--- config.mk ---
export PLATFORM = sky130hd
export DESIGN_NAME = key_event
export DESIGN_NICKNAME = d
export VERILOG_FILES = /design/src/rtl/key_event.sv
export SDC_FILE = /design/constraint.sdc
export NUM_CORES = 1
export LEC_CHECK = 0
export CAP_MARGIN = 20
export CELL_PAD_IN_SITES_DETAIL_PLACEMENT = 1
export CELL_PAD_IN_SITES_GLOBAL_PLACEMENT = 2
export CORE_MARGIN = 2
export CORE_UTILIZATION = 32
export DETAILED_ROUTE_END_ITERATION = 10
export PLACE_DENSITY = 0.88
export REMOVE_ABC_BUFFERS = 1
export SLEW_MARGIN = 20
export SYNTH_ARGS = -nofsm -noshare
export SYNTH_HDL_FRONTEND = slang
export SYNTH_SLANG_ARGS = --single-unit
--- constraint.sdc ---
create_clock -name sys_clk -period 2.1 [get_ports sys_clk]
set_clock_uncertainty 0.2 [all_clocks]
set_input_delay 0.42 -clock sys_clk [delete_from_list [all_inputs] [get_ports sys_clk]]
set_output_delay 0.42 -clock sys_clk [all_outputs]
set_load 0.02 [all_outputs]
--- src/rtl/key_event.sv ---
// Press-event classifier fed by the debounced button level and the clken tick.
// Emits press/release/click/long/repeat pulses and keeps a wrapping press count.
module key_event #(
  parameter int LONG_TICKS   = 100,
  parameter int REPEAT_TICKS = 20,
  parameter int TICK_W       = 8,
  parameter int CNT_W        = 8
) (
  input  logic             sys_clk,
  input  logic             sys_rst,
  input  logic             clk_flag,
  input  logic             i_btn,
  output logic             o_press,
  output logic             o_release,
  output logic             o_click,
  output logic             o_long,
  output logic             o_repeat,
  output logic             o_held,
  output logic [CNT_W-1:0] o_press_cnt
);

  typedef enum logic [1:0] {
    IDLE,
    SHORT,
    LONG
  } state_t;

  localparam logic [TICK_W-1:0] LONG_M1 = TICK_W'(LONG_TICKS - 1);
  localparam logic [TICK_W-1:0] REP_M1  = TICK_W'(REPEAT_TICKS - 1);

  state_t            state;
  state_t            state_nx;
  logic [TICK_W-1:0] tcnt;
  logic [TICK_W-1:0] tcnt_nx;
  logic              btn_q;
  logic              press;
  logic              rel;
  logic              press_nx;
  logic              release_nx;
  logic              click_nx;
  logic              long_nx;
  logic              repeat_nx;
  logic              held_nx;
  logic [CNT_W-1:0]  cnt_nx;

  assign press = i_btn & ~btn_q;
  assign rel   = ~i_btn & btn_q;

  // Release wins over a threshold landing in the same cycle.
  always_comb begin
    state_nx   = state;
    tcnt_nx    = tcnt;
    press_nx   = 1'b0;
    release_nx = 1'b0;
    click_nx   = 1'b0;
    long_nx    = 1'b0;
    repeat_nx  = 1'b0;
    cnt_nx     = o_press_cnt;
    unique case (state)
      IDLE: begin
        if (press) begin
          state_nx = SHORT;
          tcnt_nx  = '0;
          press_nx = 1'b1;
          cnt_nx   = o_press_cnt + 1'b1;
        end
      end
      SHORT: begin
        if (rel) begin
          state_nx   = IDLE;
          tcnt_nx    = '0;
          release_nx = 1'b1;
          click_nx   = 1'b1;
        end else if (clk_flag) begin
          if (tcnt == LONG_M1) begin
            state_nx = LONG;
            tcnt_nx  = '0;
            long_nx  = 1'b1;
          end else begin
            tcnt_nx = tcnt + 1'b1;
          end
        end
      end
      LONG: begin
        if (rel) begin
          state_nx   = IDLE;
          tcnt_nx    = '0;
          release_nx = 1'b1;
        end else if (clk_flag) begin
          if (tcnt == REP_M1) begin
            tcnt_nx   = '0;
            repeat_nx = 1'b1;
          end else begin
            tcnt_nx = tcnt + 1'b1;
          end
        end
      end
      default: begin
        state_nx = IDLE;
        tcnt_nx  = '0;
      end
    endcase
    held_nx = (state_nx != IDLE);
  end

  always_ff @(posedge sys_clk) begin
    if (sys_rst) begin
      state       <= IDLE;
      tcnt        <= '0;
      btn_q       <= 1'b0;
      o_press     <= 1'b0;
      o_release   <= 1'b0;
      o_click     <= 1'b0;
      o_long      <= 1'b0;
      o_repeat    <= 1'b0;
      o_held      <= 1'b0;
      o_press_cnt <= '0;
    end else begin
      state       <= state_nx;
      tcnt        <= tcnt_nx;
      btn_q       <= i_btn;
      o_press     <= press_nx;
      o_release   <= release_nx;
      o_click     <= click_nx;
      o_long      <= long_nx;
      o_repeat    <= repeat_nx;
      o_held      <= held_nx;
      o_press_cnt <= cnt_nx;
    end
  end

endmodule

==> results of run 1 <==
-- critical path: stages, from the launching register on --
cell and delay (ns):
dfxtp_2 0.36, inv_1 0.07, ha_1 0.31, nand2_2 0.08
a2111oi_4 0.31, buf_4 0.20, a31oi_1 0.10, a311oi_1 0.28
-- layer usage --
| metal | part of all wire | wire length [um] |
|---|---|---|
| met3 | 0.019 | 56 |
| met2 | 0.49 | 1460 |
| met4 | 0.029 | 86 |
| met5 | 0 | 0 |
| met1 | 0.46 | 1380 |
-- worst paths after layout --
check	startpoint	end	slack (ns)	cells past startpoint
hold reg to reg	tcnt[1]$_SDFFE_PP0P_	tcnt[1]$_SDFFE_PP0P_	0.33	2
hold / removal	tcnt[1]$_SDFFE_PP0P_	tcnt[1]$_SDFFE_PP0P_	0.33	2
setup / recovery	state[0]$_SDFF_PP0_	tcnt[2]$_SDFFE_PP0P_	0.12	7
setup reg to reg	state[0]$_SDFF_PP0_	tcnt[2]$_SDFFE_PP0P_	0.12	7
-- layout make-up --
| class | count | area share |
|---|---|---|
| well taps | 48 | 0.0372 |
| repair buffers | 32 | 0.177 |
| inverters | 7 | 0.0163 |
| flip-flops and latches | 25 | 0.311 |
| clock buffers | 3 | 0.0256 |
| clock inverters | 1 | 0.00465 |
| multi-input cells | 98 | 0.428 |
-- layout by cell type (no fill, tap or decap), types with 2 or more instances in the layout --
cell type / instances
a21oi_1: 3
a31oi_1: 2
and3_1: 4
buf_4: 15
clkbuf_8: 3
clkdlybuf4s50_1: 16
dfxtp_1: 23
dfxtp_2: 2
ha_1: 6
inv_1: 7
nand2_1: 6
nand3_1: 12
nand3b_1: 2
nand4_1: 6
nor2_1: 13
nor2b_1: 2
nor3_1: 2
nor4_1: 2
nor4b_1: 2
o2111ai_1: 2
o21ai_0: 3
o22ai_1: 2
xnor2_1: 3
xor2_1: 6
-- per-stage QoR --
step                hold slack [ns]  setup TNS, ns  setup slack (ns)  std cells
global route                  0.357              0           0.00701        214
CTS                           0.337              0            0.0461        209
floorplan                     0.272              0             0.212        130
detailed placement            0.322         -0.914            -0.218        205
global placement              0.293         -0.460            -0.122        205
finish                        0.330              0             0.120        214
-- flip-flops by register name (all words and copies together) (netlist names) --
| signal | cells |
|---|---|
| o_release | 1 |
| o_long | 1 |
| o_press | 1 |
| o_repeat | 1 |
| o_press_cnt | 8 |
| o_held | 1 |
| tcnt | 8 |
| o_click | 1 |
| btn_q | 1 |
| state | 2 |
-- cell families (layout without fill, tap and decap cells) --
logic type | Yosys count | in the layout
AND/OR/NAND/NOR | 60 | 60
XOR/XNOR | 9 | 9
adder cells (fa/ha/maj) | 6 | 6
AO/OA/AOI/OAI | 22 | 22
buffers and inverters | 12 | 43
multiplexers | 1 | 1
flip-flops | 25 | 25
-- power by group --
group          leakage, nW  switching [W]  internal (W)
Sequential           0.203     0.00000744      0.000485
Combinational        0.361      0.0000681     0.0000572
Clock               0.0217       0.000158      0.000135
-- synthesized netlist by cell type, types with 2 or more instances --
library cell and number:
nand3_1 12, o22ai_1 2, nand3b_1 2, nand4_1 6, xor2_1 6, o21ai_0 3, inv_1 7, nor2_1 13
a21oi_1 3, clkbuf_1 4, and3_1 4, nor3_1 2, xnor2_1 3, ha_1 6, nor4b_1 2, nand2_1 7
nor2b_1 2, nor4_1 2, dfxtp_1 25, o2111ai_1 2, a31oi_1 2
-- repair_timing --
item / in CTS / in global routing
endpoints found under the setup margin: 1 / 6
setup buffers: 0 / 5
gates cloned: 0 / 0
gates resized for setup: 2 / 3
pin swaps: 0 / 1
==> flow_metrics.env, run 1 <==
export IMPL_synth_simple_area_share=0.279
export IMPL_insertion_delay_ns=0.27
export IMPL_hold_violations=0
export IMPL_hold_class="reg -> reg"
export IMPL_synth_top_cell_area_share=0.407
export IMPL_gp_congestion=0.827
export IMPL_ys_top_cells_by_area="dfxtp_1 (41%), ha_1 (6.1%), nand3_1 (4.9%), xor2_1 (4.3%), nor2_1 (4.0%)"
export IMPL_period_minus_slack_ns=1.98
export IMPL_viasPerCell=5.11
export IMPL_fmax_mhz=505
export IMPL_core_area_sq_mm=0.00369
export IMPL_tritoncts="yes"
export IMPL_finalMaxSlewViolations=0
export IMPL_port_buffers=17
export IMPL_avgSynthCellArea_sq_um=9.11
export IMPL_fin_nets=177
export IMPL_synth_ff_type="dfxtp_1"
export IMPL_async_reset_ff_frac=0
export IMPL_synth_xor_area_frac=0.0641
export IMPL_vias=1093
export IMPL_multi_input_area_sq_um=692
export IMPL_dpl_cell_area_sq_mm=0.00152
export IMPL_cts_buffers=3
export IMPL_synthMuxAreaShare=0.00814
export IMPL_register_area_sq_um=503
export IMPL_layout_drive_gt1_share=0.169
export IMPL_yosysTopAreaCell="dfxtp_1"
export IMPL_place_hpwl_mm=2.28
export IMPL_dieHeight_um=66.0
export IMPL_antenna_found_initial=0
export IMPL_use_met1=0.196
export IMPL_grt_pass1_vias=1128
export IMPL_synth_compound_area_frac=0.143
export IMPL_period_share=0.943
export IMPL_fin_util=0.438
export IMPL_die_w_um=66.0
export IMPL_endpoint_kind="flip-flop"
export IMPL_met3_usage=0.0119
export IMPL_ys_ff_latch=25
export IMPL_grt_max_degree=17
export IMPL_drc=0
export IMPL_ys_seq_area_frac=0.407
export IMPL_grt_overflow=0
export IMPL_syn2layout_area_growth_pct=31.3
export IMPL_synth_area_sq_mm=0.00123
export IMPL_startpoint_type="flip-flop"
export IMPL_final_antenna_net_count=0
export IMPL_synth_distinct_cells=41
export IMPL_fillCellCount=443
export IMPL_placementRows=22
export IMPL_ios=18
export IMPL_path_max_fanout=8
export IMPL_grt_busiest_layer="met2"
export IMPL_synth_edf_count=0
export IMPL_drtIter0Drc=17
export IMPL_grt_pass1_wl_mm=5.19
export IMPL_clk_pin_slew_worst_paths_ns=0.09
export IMPL_synthAdderAreaFrac=0.0610
export IMPL_ctsHoldBuffers=0
export IMPL_fin_area_sq_mm=0.00162
export IMPL_cts_root_buf="clkbuf_8"
export IMPL_rsz0062_at_grt="no"
export IMPL_peakVddDrop_v=0.000248
export IMPL_tightest_slew_ns=0.447
export IMPL_yosys_warnings=0
export IMPL_total_power_w=0.000910
export IMPL_synth_top_family_by_area="simple AND/OR/NAND/NOR gates"
export IMPL_clock_sinks=25
export IMPL_ctsHtreeMaxLevel=1
export IMPL_p_leak_nw=0.586
export IMPL_maxSlewHeadroom=0.701
export IMPL_critPathArrivalTime_ns=1.96
export IMPL_setup_viol=0
export IMPL_dr_pass1_iters=4
export IMPL_p_per_area_mw_per_mm2=563
export IMPL_clk_path_buf_depth=2
export IMPL_fp_dieArea_sq_mm=0.00436
export IMPL_track_usage=0.154
export IMPL_required_ns=2.08
export IMPL_post_drt_wl_per_cell_um=13.9
export IMPL_worstSetupPathType="reg -> reg"
export IMPL_cap_violations=0
export IMPL_status="complete, no violations"
export IMPL_netlist_instances=135
export IMPL_diodes=0
export IMPL_drt_wl_total_mm=2.98
export IMPL_grt_util_met2=0.255
export IMPL_start_util=0.333
Power figures use the tool's default switching activity.
==> run 2: changes to the inputs <==
Settings changed: HOLD_SLACK_MARGIN set to 0.05.
==> results of run 2 <==
No change in the layout: final DEF, timing and power equal those of run 1.
